**src/rtl/ov7670_pkg.sv**
```systemverilog
// Shared definitions for the OV7670 sensor emulator: FSM state encoding and
// the RGB565 colour-bar palette.
package ov7670_pkg;

  typedef logic [2:0] state_t;

  localparam state_t ST_IDLE   = 3'd0;
  localparam state_t ST_VSYNC  = 3'd1;
  localparam state_t ST_VBACK  = 3'd2;
  localparam state_t ST_ACTIVE = 3'd3;
  localparam state_t ST_VFRONT = 3'd4;

  localparam logic [15:0] BAR_WHITE   = 16'hFFFF;
  localparam logic [15:0] BAR_YELLOW  = 16'hFFE0;
  localparam logic [15:0] BAR_CYAN    = 16'h07FF;
  localparam logic [15:0] BAR_GREEN   = 16'h07E0;
  localparam logic [15:0] BAR_MAGENTA = 16'hF81F;
  localparam logic [15:0] BAR_RED     = 16'hF800;
  localparam logic [15:0] BAR_BLUE    = 16'h001F;
  localparam logic [15:0] BAR_BLACK   = 16'h0000;

  function automatic logic [15:0] bar_rgb(input logic [2:0] idx);
    case (idx)
      3'd0:    bar_rgb = BAR_WHITE;
      3'd1:    bar_rgb = BAR_YELLOW;
      3'd2:    bar_rgb = BAR_CYAN;
      3'd3:    bar_rgb = BAR_GREEN;
      3'd4:    bar_rgb = BAR_MAGENTA;
      3'd5:    bar_rgb = BAR_RED;
      3'd6:    bar_rgb = BAR_BLUE;
      default: bar_rgb = BAR_BLACK;
    endcase
  endfunction

endpackage

```
**src/rtl/ov7670_sensor_tx_if.sv**
```systemverilog
// Camera-side bus of the OV7670 emulator: frame request in, sync/data out.
interface ov7670_sensor_tx_if;
  logic       enable;
  logic       vsync;
  logic       href;
  logic [7:0] d;
  logic       frame_done;

  modport master (input enable, output vsync, output href, output d, output frame_done);
  modport slave  (output enable, input vsync, input href, input d, input frame_done);
endinterface

```
**src/rtl/ov7670_pattern_gen.sv**
```systemverilog
// Maps (column, line) to an RGB565 pixel. Colour bars when OV7670_TX_COLORBAR_EN
// is defined, otherwise the {line, column} counting pattern.
module ov7670_pattern_gen
  import ov7670_pkg::*;
#(
  parameter int H_ACTIVE = 640
) (
  input  logic [15:0] i_col,
  input  logic [7:0]  i_row,
  output logic [15:0] o_pix
);

`ifdef OV7670_TX_COLORBAR_EN
  localparam logic [15:0] BAR_W = 16'(H_ACTIVE / 8);

  logic [15:0] w_bar;
  logic [2:0]  w_idx;
  logic        w_unused;

  assign w_bar    = i_col / BAR_W;
  // Columns past the eighth bar (H_ACTIVE not a multiple of 8) stay on the last bar.
  assign w_idx    = (w_bar > 16'd7) ? 3'd7 : w_bar[2:0];
  assign o_pix    = bar_rgb(w_idx);
  assign w_unused = ^i_row;
`else
  logic w_unused;

  assign o_pix    = {i_row, i_col[7:0]};
  assign w_unused = ^i_col[15:8];
`endif

endmodule

```
**src/rtl/ov7670_sensor_tx.sv**
```systemverilog
// OV7670-style frame generator: vsync/href/d timing with all outputs registered.
// Pixel content selectable via OV7670_TX_COLORBAR_EN (see ov7670_pattern_gen).
module ov7670_sensor_tx
  import ov7670_pkg::*;
#(
  parameter int H_ACTIVE    = 640,
  parameter int H_BLANK     = 144,
  parameter int V_ACTIVE    = 480,
  parameter int VSYNC_LINES = 3,
  parameter int V_BACK      = 17,
  parameter int V_FRONT     = 10
) (
  input logic                 pclk,
  input logic                 reset,
  ov7670_sensor_tx_if.master  bus
);

  localparam int L    = 2 * H_ACTIVE + H_BLANK;
  localparam int HW   = $clog2(L);
  localparam int VMAX = (V_ACTIVE > V_BACK) ?
                        ((V_ACTIVE > VSYNC_LINES) ? ((V_ACTIVE > V_FRONT) ? V_ACTIVE : V_FRONT)
                                                  : ((VSYNC_LINES > V_FRONT) ? VSYNC_LINES : V_FRONT))
                      : ((V_BACK > VSYNC_LINES) ? ((V_BACK > V_FRONT) ? V_BACK : V_FRONT)
                                                : ((VSYNC_LINES > V_FRONT) ? VSYNC_LINES : V_FRONT));
  localparam int LW   = ($clog2(VMAX + 1) > 8) ? $clog2(VMAX + 1) : 8;

  localparam logic [HW-1:0] H_LAST    = HW'(L - 1);
  localparam logic [HW-1:0] H_ACT_END = HW'(2 * H_ACTIVE);
  localparam logic [LW-1:0] VS_LAST   = LW'(VSYNC_LINES - 1);
  localparam logic [LW-1:0] VB_LAST   = LW'(V_BACK - 1);
  localparam logic [LW-1:0] VA_LAST   = LW'(V_ACTIVE - 1);
  localparam logic [LW-1:0] VF_LAST   = LW'(V_FRONT - 1);

  state_t        r_state, w_state_next;
  logic [HW-1:0] r_h, w_h_next;
  logic [LW-1:0] r_l, w_l_next, w_l_last;
  logic          r_vsync, r_href, r_frame_done;
  logic [7:0]    r_d;
  logic          w_href_next;
  logic [15:0]   w_pix;
  logic [15:0]   w_col;

  always_comb begin
    w_state_next = r_state;
    w_h_next     = r_h;
    w_l_next     = r_l;
    case (r_state)
      ST_VSYNC:  w_l_last = VS_LAST;
      ST_VBACK:  w_l_last = VB_LAST;
      ST_ACTIVE: w_l_last = VA_LAST;
      default:   w_l_last = VF_LAST;
    endcase

    if (r_state == ST_IDLE) begin
      if (bus.enable) begin
        w_state_next = ST_VSYNC;
        w_h_next     = '0;
        w_l_next     = '0;
      end
    end else if (r_h != H_LAST) begin
      w_h_next = r_h + 1'b1;
    end else begin
      w_h_next = '0;
      if (r_l != w_l_last) begin
        w_l_next = r_l + 1'b1;
      end else begin
        w_l_next = '0;
        case (r_state)
          ST_VSYNC:  w_state_next = ST_VBACK;
          ST_VBACK:  w_state_next = ST_ACTIVE;
          ST_ACTIVE: w_state_next = ST_VFRONT;
          // enable is only honoured here and in IDLE; back-to-back frames have no gap.
          ST_VFRONT: w_state_next = bus.enable ? ST_VSYNC : ST_IDLE;
          default:   w_state_next = ST_IDLE;
        endcase
      end
    end
  end

  assign w_href_next = (w_state_next == ST_ACTIVE) && (w_h_next < H_ACT_END);
  assign w_col       = 16'(w_h_next >> 1);

  ov7670_pattern_gen #(.H_ACTIVE(H_ACTIVE)) u_pattern (
    .i_col (w_col),
    .i_row (w_l_next[7:0]),
    .o_pix (w_pix)
  );

  always_ff @(posedge pclk) begin
    if (reset) begin
      r_state      <= ST_IDLE;
      r_h          <= '0;
      r_l          <= '0;
      r_vsync      <= 1'b0;
      r_href       <= 1'b0;
      r_d          <= 8'h00;
      r_frame_done <= 1'b0;
    end else begin
      r_state      <= w_state_next;
      r_h          <= w_h_next;
      r_l          <= w_l_next;
      r_vsync      <= (w_state_next == ST_VSYNC);
      r_href       <= w_href_next;
      r_d          <= w_href_next ? (w_h_next[0] ? w_pix[7:0] : w_pix[15:8]) : 8'h00;
      r_frame_done <= (w_state_next == ST_VFRONT) && (w_h_next == H_LAST) && (w_l_next == VF_LAST);
    end
  end

  assign bus.vsync      = r_vsync;
  assign bus.href       = r_href;
  assign bus.d          = r_d;
  assign bus.frame_done = r_frame_done;

endmodule

```
**src/flat_wrapper.sv**
```systemverilog
// flat-port wrapper written by rule: the top's interface ports become plain ports
module ov7670_sensor_tx_flat import ov7670_pkg::*;
#(
  parameter int H_ACTIVE    = 640,
  parameter int H_BLANK     = 144,
  parameter int V_ACTIVE    = 480,
  parameter int VSYNC_LINES = 3,
  parameter int V_BACK      = 17,
  parameter int V_FRONT     = 10
)
  (pclk, reset, bus_enable, bus_vsync, bus_href, bus_d, bus_frame_done);
  ov7670_sensor_tx_if bus_i ();
  input logic pclk;
  input logic reset;
  input wire logic [$bits(bus_i.enable)-1:0] bus_enable;
  output wire logic [$bits(bus_i.vsync)-1:0] bus_vsync;
  output wire logic [$bits(bus_i.href)-1:0] bus_href;
  output wire logic [$bits(bus_i.d)-1:0] bus_d;
  output wire logic [$bits(bus_i.frame_done)-1:0] bus_frame_done;
  assign bus_i.enable = bus_enable;
  assign bus_vsync = bus_i.vsync;
  assign bus_href = bus_i.href;
  assign bus_d = bus_i.d;
  assign bus_frame_done = bus_i.frame_done;
  ov7670_sensor_tx #(.H_ACTIVE(H_ACTIVE), .H_BLANK(H_BLANK), .V_ACTIVE(V_ACTIVE), .VSYNC_LINES(VSYNC_LINES), .V_BACK(V_BACK), .V_FRONT(V_FRONT)) u_core (.pclk(pclk), .reset(reset), .bus(bus_i));
endmodule
```
**config.mk**
```make
export PLATFORM = sky130hd
export DESIGN_NAME = ov7670_sensor_tx_flat
export DESIGN_NICKNAME = d
export VERILOG_FILES = /design/src/rtl/ov7670_pkg.sv /design/src/rtl/ov7670_sensor_tx_if.sv /design/src/rtl/ov7670_pattern_gen.sv /design/src/rtl/ov7670_sensor_tx.sv /design/src/flat_wrapper.sv
export SDC_FILE = /design/constraint.sdc
export NUM_CORES = 1
export LEC_CHECK = 0
export CORE_MARGIN = 2
export CORE_UTILIZATION = 55
export CTS_BUF_LIST = sky130_fd_sc_hd__clkbuf_4
export DETAILED_ROUTE_END_ITERATION = 6
export GPL_TIMING_DRIVEN = 0
export PLACE_DENSITY = 0.75
export SLEW_MARGIN = 30
export SYNTH_ARGS = -nofsm -noshare
export SYNTH_HDL_FRONTEND = slang
export SYNTH_SLANG_ARGS = --single-unit
```
**constraint.sdc**
```tcl
create_clock -name pclk -period 3 [get_ports pclk]
set_input_delay 0.6 -clock pclk [delete_from_list [all_inputs] [get_ports pclk]]
set_output_delay 0.6 -clock pclk [all_outputs]
set_load 0.1 [all_outputs]
```
* Word level (Yosys, flattened, before mapping) *
Index checks and enable logic that the tools add are counted.

operators by class
  add/sub/neg operators = 2
  $mul = 0
  div/mod/pow operators = 0
  magnitude comparators = 1
  equality and inequality tests = 11
  shifts and indexed selects = 0
  mux-type cells = 15
  bitwise operators = 1
  reduce and logical (&&, ||, !) cells = 5

operators by type and width
  cell                                                 count
  2-to-1 mux 9 bit                                     4
  2-to-1 mux 11 bit                                    3
  one-hot mux 9 bit (3 select lines)                   1
  2-to-1 mux 3 bit                                     4
  one-hot mux 3 bit (4 select lines)                   1
  adder 11 x 1 -> 11 bit, second input constant        1
  equality test 11 bit, second input constant          1
  < comparator 11 bit, second input constant           1
  inequality test 11 bit, second input constant        1
  adder 9 x 1 -> 9 bit, second input constant          1
  equality test 3 x 2 -> 1 bit, second input constant  3
  equality test 9 x 4 -> 1 bit, second input constant  1
  inequality test 9 bit                                1
  2-to-1 mux 8 bit                                     1
  equality test 3 x 1 -> 1 bit, second input constant  2
  equality test 3 bit, second input constant           2
  logical AND 1 bit                                    3
  zero test 3 bit                                      1
  OR reduction 2 bit                                   1
  2-to-1 mux 1 bit                                     1
  NOT 1 bit                                            1

storage, ports and cells
  bits in registers = 34
  latch bits = 0
  bits in writable memories = 0
  ROM bits = 0
  bits of input ports = 3
  output and inout port bits = 11
  word-level logic and storage cells = 42
  memories kept = 0

* Longest topological paths before layout *
  depth after elaboration = 10
  depth in mapped cells = 11
  depth with buffers taken out = 9

* By module *
Synthesis repeated with hierarchy kept, for this count alone.

second synthesis, totals
  cell total of the unflattened synthesis = 266
  area total of the unflattened synthesis = 2135.8 um2

by module, submodules not included
  module              times used  cells each  area each (um2)  sequential area each (um2)
  ov7670_sensor_tx    1           250         2015.7           680.7
  ov7670_pattern_gen  1           16          120.1            0.0

* Worst setup path after synthesis *
Ideal clock, no wire load.

  kind = flip-flop to flip-flop
  start point = register u_core.r_h[6]
  end point = register u_core.r_frame_done (netlist: u_core.bus.frame_done)
  setup time = 0.129 ns
  data arrival time = 2.457 ns
  data required time = 2.871 ns
  setup slack = 0.414 ns
  stages on the path, launching flop included = 11
  buffers on the path = 2
  period minus slack after synthesis = 2.586 ns
  cell sequence = dfxtp_1 > or4b_4 > nor3_4 > buf_6 > a21bo_1 > or2_1 > buf_6 > a31o_2 > a21oi_2 > and4b_1 > nor4bb_4

on the way
  word-level cells in the longest chain between the ends = 6
  elaborated cells on any way between the ends = 14
  those cells by class = add/sub: 1; eq/ne: 4; mux: 7; reduce/logical: 2

RTL lines
  item                                                              RTL line                                        text
  start, declared                                                   ov7670_sensor_tx.sv:35                          logic [HW-1:0] r_h, w_h_next;
  start signal, assigned                                            ov7670_sensor_tx.sv:100                         r_h <= w_h_next;
  adder 11 x 1 -> 11 bit or inequality test 11 bit (tied branches)  ov7670_sensor_tx.sv:61, ov7670_sensor_tx.sv:60
  2-to-1 mux 11 bit or 2-to-1 mux 3 bit (tied branches)             ov7670_sensor_tx.sv:60                          end else if (r_h != H_LAST) begin
  2-to-1 mux 11 bit or 2-to-1 mux 3 bit (tied branches)             ov7670_sensor_tx.sv:54                          if (r_state == ST_IDLE) begin
  equality test 11 bit or equality test 3 bit (tied branches)       ov7670_sensor_tx.sv:105                         r_frame_done <= (w_state_next == ST_VFRONT) && (w_h_next == H_LAST) && (w_l_next == VF_LAST);
  logical AND 1 bit                                                 ov7670_sensor_tx.sv:105
  logical AND 1 bit (*)                                             ov7670_sensor_tx.sv:105
  end signal, assigned                                              ov7670_sensor_tx.sv:105
  end, declared                                                     ov7670_sensor_tx.sv:37                          logic r_vsync, r_href, r_frame_done;

Every way passes the cells marked *; elsewhere a longest branch is shown, timed or not.
A chain may end at the register's enable or synchronous reset.

* Worst setup path after layout *
  start point = register u_core.r_h[6]
  end point = register u_core.r_d[7] (netlist: u_core.bus.d[7])

on the way
  word-level cells in the longest chain between the ends = 7
  elaborated cells on any way between the ends = 15
  those cells by class = add/sub: 1; order compare: 1; eq/ne: 2; mux: 8; bitwise: 1; reduce/logical: 2

RTL lines
  item                                                                 RTL line                                        text
  adder 11 x 1 -> 11 bit or inequality test 11 bit (tied branches)     ov7670_sensor_tx.sv:61, ov7670_sensor_tx.sv:60
  2-to-1 mux 11 bit or 2-to-1 mux 3 bit (tied branches)                ov7670_sensor_tx.sv:60
  2-to-1 mux 11 bit or 2-to-1 mux 3 bit (tied branches)                ov7670_sensor_tx.sv:54
  < comparator 11 bit or equality test 3 x 2 -> 1 bit (tied branches)  ov7670_sensor_tx.sv:80                          assign w_href_next = (w_state_next == ST_ACTIVE) && (w_h_next < H_ACT_END);
  logical AND 1 bit                                                    ov7670_sensor_tx.sv:80
  NOT 1 bit (no source line)                                           --
  OR reduction 2 bit (no source line)                                  --
  end signal, assigned                                                 ov7670_sensor_tx.sv:104                         r_d <= w_href_next ? (w_h_next[0] ? w_pix[7:0] : w_pix[15:8]) : 8'h00;
  end, declared                                                        ov7670_sensor_tx.sv:38                          logic [7:0] r_d;

Parallel ways exist; a longest one is shown, timed or not.

==> results list <==
- F_max: 350 MHz
- Critical R2R Launch: u_core.r_h[6]
- Placer congestion estimate: 0.865
- Total area of multi-input combinational cells: 0.00124 mm^2
* Maximum resistive drop on vdd: 0.299 mV
- Counting flops with a built-in enable in the synthesized netlist gives 0.
- Cts bufs inserted: 5
- Buffers inserted to repair hold after CTS numbered 0.
* Type of the most critical hold path: reg -> reg
* Biggest cell delay along the critical path: 0.55 ns
* Die X: 64.1 um
- CTS HTree Levels: 2
- On the critical path, the stage with the largest delay is an instance of sky130_fd_sc_hd__or4b_4.
* Max-cap violations: 0
* Total design power: 0.908 mW
- Pins over their slew limit: 0
- Effective utilization at floorplan: 58.2%
* Unrepaired setup endpoints after global routing: true
* Initial antenna violation count: 0
- The worst register-to-register path has a depth of 11.
- In this run the remaining antenna-violating nets after routing total 0.
- Counting both buffers and inverters, the worst setup path holds a total of 3.
* Synth cell types: 58
* Synth top area share: 34.2%
- In the routed design, unresolved DRC markers number 0.
- Ys Warns: 0
- After synthesis, flip-flops and latches occupy 34.2% of the total area.
- The core region is 0.00342 mm^2.
- Count of input and output buffers: 13
- The floorplan step defined a die boundary enclosing 0.00411 mm^2.
* Drt first pass iters: 5
- Synth area leader: sky130_fd_sc_hd__dfxtp_1
* Clock latency on the worst-skew pair: 0.34 ns
* Storage element area: 681 um^2
* Startpoint of the worst setup timing path: u_core.r_h[6]
* CTS tree: done
- Fill cells in the final layout number 304.
- The run finished with clean final reports.
- Most area-consuming cells after synthesis: sky130_fd_sc_hd__dfxtp_1, sky130_fd_sc_hd__nor2_1, sky130_fd_sc_hd__a21oi_1, sky130_fd_sc_hd__nand2_1, sky130_fd_sc_hd__nand4_1
- Number of cell rows: 21
- For this block, the routed nets add up to 5330 um of wire.
- Maximum fanout along the worst path: 10
- Number of nets in the layout: 281
- Entering global routing, the biggest net connects 11 pins.
* TritonCTS Sinks: 34
- Commonest cells in the netlist: sky130_fd_sc_hd__nor2_1, sky130_fd_sc_hd__dfxtp_1, sky130_fd_sc_hd__nand2_1
- Number of endpoints failing setup at the final stage: 0
* Die Ht: 64.1 um
- Drt initial violations: 180
* Final setup margin: 0.146 ns
- Among all flip-flop cells after synthesis, the most frequent one is sky130_fd_sc_hd__dfxtp_1.
* Post-Place Worst Slack: -0.105 ns
- Following the worst setup path forward leads to its endpoint at u_core.bus.d[7].
- Final clock period utilization by the worst path: 95.1%
- Via count of the first global-routing pass: 1851
- In this design, the critical path's most frequently occurring cell is sky130_fd_sc_hd__buf_6.
* Half-perimeter wire length of the detailed placement result: 3820 um
- The cell area that synthesis handed to floorplanning was 0.00199 mm^2.
- After synthesis, the share of flip-flops with an asynchronous set or reset is 0%.
- The worst setup path is captured at a flop.
- Synth-to-layout area growth: 16.2%
- Data on the critical path arrives at its endpoint at 3.06 ns.
* Final-report hold violation count: 0
- The clock period could shrink to 2.85 ns.
- Overall fraction of global-route tracks in use: 28.9%
- Clock skew after layout: 0.00469 ns
- For the pin with the worst max-slew slack, the measured transition is 0.972 ns.
- The critical path in this run is classified as reg -> reg.
- By instance count, the leading cell after synthesis is sky130_fd_sc_hd__nor2_1.
- Worst path required time: 3.20 ns
- Synthesis produced a netlist whose cell count is 253.
* Category of cells accounting for the largest share of critical-path delay: simple AND/OR/NAND/NOR gates
- The number of nets in the synthesized netlist is 258.
* Sequence of cells on the critical path: or4b_4, nor3_4, buf_6, a21bo_1, or2_1, buf_6, o21ai_0, o31ai_4, o211ai_2, buf_4, a211oi_1
* Global-route congestion overflow total: 0
* Via/cell ratio: 6.18
- Once layout is complete, the utilization of the core stands at 67.6%.
- The average instance in the mapped netlist occupies 7.86 um^2.
* ANT cells: 0
- Cell at the root of the clock tree: sky130_fd_sc_hd__clkbuf_4
- In this run the critical register-to-register path is captured at u_core.bus.d[7].
- Power spread over the standard cell area amounts to 393 mW/mm^2.
- The first global-routing pass estimated 9090 um of wire.
- Setup slack on the worst reg-to-reg path comes out at 0.15 ns.
- The worst setup path is launched from a flop.
- Fraction of final layout cells with drive strength greater than 1: 10.8%
- Vias after detailed routing: 1997
* Normalized max-slew margin: 35.0%
- After synthesis the netlist holds a flip-flop and latch count of 34.
- Instance count on the critical path: 11
- Post-route cell area: 0.00231 mm^2
* Worst-path clk slew: 0.10 ns
- Static Leak: 0.820 nW
- IO Count: 14
- The placed instances occupy a cell area of 0.00218 mm^2.
- Hold timing on the final database bottoms out at a slack of 0.555 ns.
* Wirelength per Cell: 16.5 um
- In this run the deepest clock path goes through 2 buffers.
## routing by layer
metal  vias to the layer above  part of all wire [%]  track usage (%)
li1                        981                     -                -
met1                       916                    46             41.8
met2                        92                    45             43.5
met3                         8                   7.7             4.75
met4                         0                   1.1             9.84
met5                         -                     0                0
## per-stage QoR
stage	std cells	TNS [ns]
3_3_place_gp	312	-0.133
6_report	323	0
5_1_grt	323	-0.0254
2_1_floorplan	253	0
3_5_place_dp	312	-0.105
4_1_cts	320	0
## cells in the final DEF (no fill, tap or decap), types with 8 or more instances in the layout
cell                              count
sky130_fd_sc_hd__nor2_1              33
sky130_fd_sc_hd__nor3_1              10
sky130_fd_sc_hd__clkbuf_1            10
sky130_fd_sc_hd__nand2_1             20
sky130_fd_sc_hd__o21ai_0             10
sky130_fd_sc_hd__nand3_1              8
sky130_fd_sc_hd__dfxtp_1             34
sky130_fd_sc_hd__clkdlybuf4s50_1     13
sky130_fd_sc_hd__a21oi_1             16
sky130_fd_sc_hd__nand4_1              9
## how the worst min path moves through the flow
stage | start | endpoint | slack (ns) | depth (start not counted)
finish | u_core.r_h[9] | u_core.r_h[9] | 0.56 | 2
global route | u_core.r_h[9] | u_core.r_h[9] | 0.62 | 2
floorplan | u_core.r_h[9] | u_core.r_h[9] | 0.50 | 2
detailed placement | u_core.r_h[9] | u_core.r_h[9] | 0.54 | 2
global placement | u_core.r_h[9] | u_core.r_h[9] | 0.53 | 2
CTS | u_core.r_h[9] | u_core.r_h[9] | 0.56 | 2
## power by group
part | leakage, nW | total, mW | internal (mW) | switching, mW
Sequential | 0.275 | 0.457 | 0.455 | 0.00242
Clock | 0.0463 | 0.348 | 0.195 | 0.153
Combinational | 0.499 | 0.102 | 0.0304 | 0.0719
Total | 0.820 | 0.908 | 0.680 | 0.228
## flip-flops by register name (all words and copies together), names as in the netlist
register	cells
u_core.bus.frame_done	1
u_core.bus.href	1
u_core.bus.d	8
u_core.r_state	3
u_core.r_h	11
u_core.r_l	9
u_core.bus.vsync	1
## final cells by class
class / count / share of cell area, %
Multi-Input combinational cell: 198 / 53.6
Tap cell: 46 / 2.49
Sequential cell: 34 / 29.5
Timing Repair Buffer: 16 / 6.61
Buffer: 15 / 3.25
Clock buffer: 7 / 2.28
Inverter: 6 / 0.975
Clock inverter: 1 / 1.30
## worst min-delay path, delay by kind of cell, from the launching register on
family / cells / cell delay (ns)
AND/OR/NAND/NOR: 1 / 0.09
flip-flops: 1 / 0.36
AO/OA/AOI/OAI: 1 / 0.07
## kinds of logic after synthesis
kind of cell | share of synthesized area [%]
muxes | 0.503
DFF | 34.2
and+or+nand+nor | 33.5
AOI/OAI and AO/OA | 23.8
buffers and inverters | 4.85
adders and majority gates | 1.76
xor gates and xnor gates | 1.32
## repair_timing
| action | in CTS | in global routing |
|---|---|---|
| buffers inserted | 0 | 3 |
| resized for setup | 0 | 8 |
| endpoints found under the setup margin | 0 | 10 |
No activity file was read; power rests on OpenSTA's default activity.
==> RTL edit 1 (config.mk and constraints unchanged) <==
Take the reset off `r_h`, `r_l` and `r_d` and load them in a clocked block of their own.
--- a/src/rtl/ov7670_sensor_tx.sv
+++ b/src/rtl/ov7670_sensor_tx.sv
@@ -89,21 +89,21 @@
   always_ff @(posedge pclk) begin
     if (reset) begin
       r_state      <= ST_IDLE;
-      r_h          <= '0;
-      r_l          <= '0;
       r_vsync      <= 1'b0;
       r_href       <= 1'b0;
-      r_d          <= 8'h00;
       r_frame_done <= 1'b0;
     end else begin
       r_state      <= w_state_next;
-      r_h          <= w_h_next;
-      r_l          <= w_l_next;
       r_vsync      <= (w_state_next == ST_VSYNC);
       r_href       <= w_href_next;
-      r_d          <= w_href_next ? (w_h_next[0] ? w_pix[7:0] : w_pix[15:8]) : 8'h00;
       r_frame_done <= (w_state_next == ST_VFRONT) && (w_h_next == H_LAST) && (w_l_next == VF_LAST);
     end
+  end
+
+  always_ff @(posedge pclk) begin
+    r_h <= w_h_next;
+    r_l <= w_l_next;
+    r_d <= w_href_next ? (w_h_next[0] ? w_pix[7:0] : w_pix[15:8]) : 8'h00;
   end
 
   assign bus.vsync      = r_vsync;
Check against the original RTL: same outputs for any inputs over 10 cycles, from zero or initial values and one cycle with reset high; that may be too few to reach the edited logic, so the function may still have changed.
==> RTL edit 1 against the unedited design <==
- worst setup slack gained 0.073 ns
- final area decreased by 5.7%
- clock power decreased by 27%
- total power shrank 1.3%
- sequential power is 8.3% higher
- routed wire length down 15%
- synthesized area fell by 2.7%
- sequential cell count did not move
- largest cell class unchanged
- highest routed layer unchanged
==> RTL edit 1: results (changes against the unedited design) <==
* Status: complete, no violations
* Top cells by count, synth: 34 x dfxtp_1, 25 x nor2_1, 24 x nand2_1
* Initial drt markers at 158 (-12%)
* Vias/cell at 5.950 (-3.8%)
* Hold Path Depth at 2 (unchanged)
* VDD IR-drop max at 0.2299 mV (-23%)
* CP max stage cell: or4_4
* Synth top area cells: dfxtp_1 35%, nor2_1 4.9%, nand2_1 4.7%
* CP Launch Point: u_core.r_h[1]
* GPL Wtd Cong at 0.8672 (+0.30%)
* HPWL Detailed at 3310 um (-13%)
* Cells after DPL at 293 (-6.1%)
* Unique cell type count in the Yosys netlist at 54 (-6.9%)
* HP Start: u_core.r_h[1]
* Detailed Route WL at 4535 um (-15%)
* Cell Area, Placed at 2122 um^2 (-2.5%)
* Sequential area share after synthesis at 35.19% (+0.95 points)
* Fillers at 316 (+3.9%)
* # setup viols final at 0 (unchanged)
* WP data arrival at 3.04 ns (-0.02 ns)
* Crit path max fanout at 8 (-2)
* Port buffer count at 13 (unchanged)
* Fin Hold WS at 0.4948 ns (-0.06035 ns)
* Number of nets in the layout at 259 (-7.8%)
* Worst-margin pin slew at 0.9758 ns (+0.003989 ns)
* Number of global-route vias before repair at 1585 (-14%)
* WHS Endpoint: u_core.r_h[1]
* Dpl ws at -0.03032 ns (+0.07460 ns)
* Finished Layout Cells at 301 (-6.8%)
* Mapped Avg Cell Area at 8.266 um^2 (+5.2%)
* Syn_nets at 239 (-7.4%)
* FF-to-FF End: u_core.bus.d[5]
* Layout cell share with drive strength beyond 1 at 14.90% (+4.1 points)
* Synth warn at 0 (unchanged)
* Worst Clk Skew at 0.01473 ns (+0.01005 ns)
* First-pass GRT wire length at 7631 um (-16%)
* Total track usage at 24.11% (-4.7 points)
* Leak at 0.8258 nW (+0.73%)
## RTL edit 1: changes by cell type after synthesis, moves of 4 or more
cell      before  now
a211oi_1       5    1
buf_2          2    6
nand2_1       20   24
nor3b_1        0    4
nor3_1        10    4
nand4_1        9    5
and3_1         3    7
clkbuf_1      11    3
nor3_2         0    5
o21a_1         5    1
nor2_1        36   25
## RTL edit 1: routing by layer
metal	up-vias	track usage, %	share of wire, %
li1	901	-	-
met1	814	34.16	48
met2	66	36.44	42
met3	10	5.000	8.2
met4	0	8.424	1.8
met5	-	0	0
## RTL edit 1: power breakdown
group	total, W	internal, W	switching [W]	leakage, nW
combinational	0.000145	0.0000468	0.0000981	0.517
clock	0.000255	0.0000971	0.000158	0.0331
sequential	0.000495	0.000474	0.0000210	0.276
## RTL edit 1: cells by family after synthesis
family | share of synthesized area, %
compound gates | 18.69
xor+xnor | 2.717
fa+ha+maj | 1.293
buf+inv | 5.822
flops | 35.19
mux | 1.035
simple gates | 35.25
## RTL edit 1: timing repair
action | CTS | global route
setup endpoints to repair | 0 | 4
gates resized for setup | 0 | 3
setup buffers | 0 | 0
hold buffers | 0 | 0
## RTL edit 1: through the flow
step	utilization (%)	setup TNS, ns
global placement	63.10	-0.02155
CTS	64.69	0
floorplan	-	0
finish	64.77	0
detailed placement	63.10	-0.03032
global route	64.77	0
## RTL edit 1: worst min-delay path, delay by kind of cell, from the launching register on
kind / cells / cell delay, ns
flops: 1 / 0.36
simple gates: 2 / 0.10
## RTL edit 1: area by class of cell
class	count	area, um^2	share of cell area, %
multi-input combinational	179	1141	52.38
sequential	34	681.9	31.30
timing repair buffer	13	130.1	5.974
buffer	13	83.83	3.848
tap	46	57.56	2.642
clock buffer	6	45.04	2.068
inverter	8	30.03	1.379
clock inverter	2	8.758	0.4021
## RTL edit 1: worst max-delay path by stage
stage | cells after the start | end | slack [ns]
2_1_floorplan | 11 | u_core.bus.d[2] | 0.51
3_3_place_gp | 9 | u_core.bus.frame_done | -0.02
3_5_place_dp | 9 | u_core.bus.frame_done | -0.03
4_1_cts | 11 | u_core.bus.d[5] | 0.17
5_1_grt | 11 | u_core.bus.d[5] | 0.004
6_report | 11 | u_core.bus.d[5] | 0.22
==> RTL edit 2 (same settings) <==
Made on the original files. `V_ACTIVE` is set to 480 in 2 places; all go to 1920.
--- a/src/rtl/ov7670_sensor_tx.sv
+++ b/src/rtl/ov7670_sensor_tx.sv
@@ -5,7 +5,7 @@
 #(
   parameter int H_ACTIVE    = 640,
   parameter int H_BLANK     = 144,
-  parameter int V_ACTIVE    = 480,
+  parameter int V_ACTIVE    = 1920,
   parameter int VSYNC_LINES = 3,
   parameter int V_BACK      = 17,
   parameter int V_FRONT     = 10
--- a/src/flat_wrapper.sv
+++ b/src/flat_wrapper.sv
@@ -3,7 +3,7 @@
 #(
   parameter int H_ACTIVE    = 640,
   parameter int H_BLANK     = 144,
-  parameter int V_ACTIVE    = 480,
+  parameter int V_ACTIVE    = 1920,
   parameter int VSYNC_LINES = 3,
   parameter int V_BACK      = 17,
   parameter int V_FRONT     = 10
Formal check against the unedited RTL: same outputs for any inputs over 10 cycles, from zero or initial values and one cycle with reset high; that may be too few to reach the edited logic, so the function may still have changed.
==> RTL edit 2 against the unedited design <==
- non-clock buffer count grew 5
- worst setup slack lost 0.045 ns
- routed wire length grew 11%
- count of clock-buffer cells in the layout is the same
- sequential cell count grew 2
- total power shrank 5.1%
- sequential power grew 6.1%
- synthesized area grew 11%
- critical path depth shrank 2
- final area grew 11%
==> RTL edit 2: results (changes against the unedited design) <==
* Number of nets in the layout at 307 (+9.3%)
* R2r setup slk at 0.10 ns (-0.04 ns)
* Top cells by count, synth: 36 x dfxtp_1, 32 x nor2_1, 21 x nand2_1
* Setup ws final at 0.1010 ns (-0.04456 ns)
* Antenna violations before repair at 0 (unchanged)
* Worst Clk Skew at 0.007882 ns (+0.003196 ns)
* Initial drt markers at 216 (+20%)
* GPL Wtd Cong at 0.9398 (+8.7%)
* Cells after DPL at 339 (+8.7%)
* CTS H-tree lvls at 2 (unchanged)
* Post-synth ARST share at 0% (unchanged)
* Cts repair resizes at 12 (+12)
* Detailed Route WL at 5900 um (+11%)
* WP data arrival at 3.16 ns (+0.10 ns)
* Reg-to-Reg Start: u_core.r_state[2]
* Vias/cell at 6.371 (+3.0%)
* VDD IR-drop max at 0.2466 mV (-18%)
* Worst r2r path cells at 9 (-2)
* Dpl ws at -1.000 ns (-0.8952 ns)
* Fin Hold WS at 0.6087 ns (+0.05352 ns)
* Total track usage at 28.77% (-0.091 points)
* CTS root buf: clkbuf_4
* Crit path max fanout at 10 (unchanged)
* HPWL Detailed at 4232 um (+11%)
* WS Path Type: reg -> reg
* Synth top area cells: dfxtp_1 33%, nor2_1 5.4%, a21oi_1 3.9%
* Clk_lat worst skew at 0.34 ns (about the same)
* Mapped Avg Cell Area at 7.988 um^2 (+1.6%)
* FF-to-FF End: u_core.bus.frame_done
* First-pass GRT wire length at 9680 um (+6.4%)
* Sequential area share after synthesis at 32.69% (-1.5 points)
* Worst-margin pin slew at 0.9650 ns (-0.006836 ns)
* Layout cell share with drive strength beyond 1 at 16.17% (+5.3 points)
* Unique cell type count in the Yosys netlist at 61 (+5.2%)
* CTS clock-pin slew for the worst setup and hold paths at 0.11 ns
* WHS Endpoint: u_core.r_h[3]
* HP Start: u_core.r_h[3]
* CP max stage cell: or4_1
* Leak at 0.8952 nW (+9.2%)
* Status: complete, no violations
* Number of global-route vias before repair at 2023 (+9.3%)
* Post-CTS setup buffers at 2 (+2)
* DR vias at 2249 (+13%)
* Syn_nets at 281 (+8.9%)
[RTL edit 2: cell types whose count changed after synthesis, sizes merged, moves of 3 or more]
cell / before / now
o21a: 5 / 1
o31a: 0 / 3
and2: 4 / 8
o21ai: 11 / 18
a21boi: 0 / 3
buf: 4 / 8
nor2: 36 / 32
o211ai: 5 / 1
and3: 3 / 10
xnor2: 3 / 7
[RTL edit 2: logic make-up after synthesis]
kind of cell / synth area share, %
AOI/OAI and AO/OA: 23.04
xor gates and xnor gates: 2.781
adders and majority gates: 1.135
buffers and inverters: 5.108
DFF: 32.69
muxes: 1.873
and+or+nand+nor: 33.37
[RTL edit 2: routing by layer]
metal	global-route usage (%)	vias to the layer above	routed length (um)
met3	4.000	17	422
met2	44.55	105	2614
met5	0	-	0
met1	39.30	1045	2663
met4	14.03	0	199
li1	-	1082	-
[RTL edit 2: final cells by class]
class	instances	area (um^2)
Fill cell	368	1361
Sequential cell	36	723.2
Clock inverter	1	3.754
Inverter	8	30.03
Tap cell	50	62.56
Clock buffer	7	52.55
Timing Repair Buffer	19	170.2
Multi-Input combinational cell	215	1425
Buffer	17	85.08
[RTL edit 2: per-stage QoR]
step                        TNS, ns  total power (W)  util [%]  area [um^2]
after detailed placement     -1.295        0.0005900     61.25         2397
after global placement       -1.375        0.0005892     61.25         2397
final                             0        0.0008612     65.22         2552
after CTS                         0        0.0008568     63.81         2497
after floorplan                   0        0.0005637         -         2205
after global routing      -0.007205        0.0008830     65.22         2552
[RTL edit 2: report_power, final]
part	internal [W]	total, W	switching, W	leakage [nW]
clock network	0.000108	0.000273	0.000164	0.0338
logic	0.0000359	0.000103	0.0000674	0.570
registers	0.000482	0.000485	0.00000359	0.291
total	0.000626	0.000861	0.000235	0.895
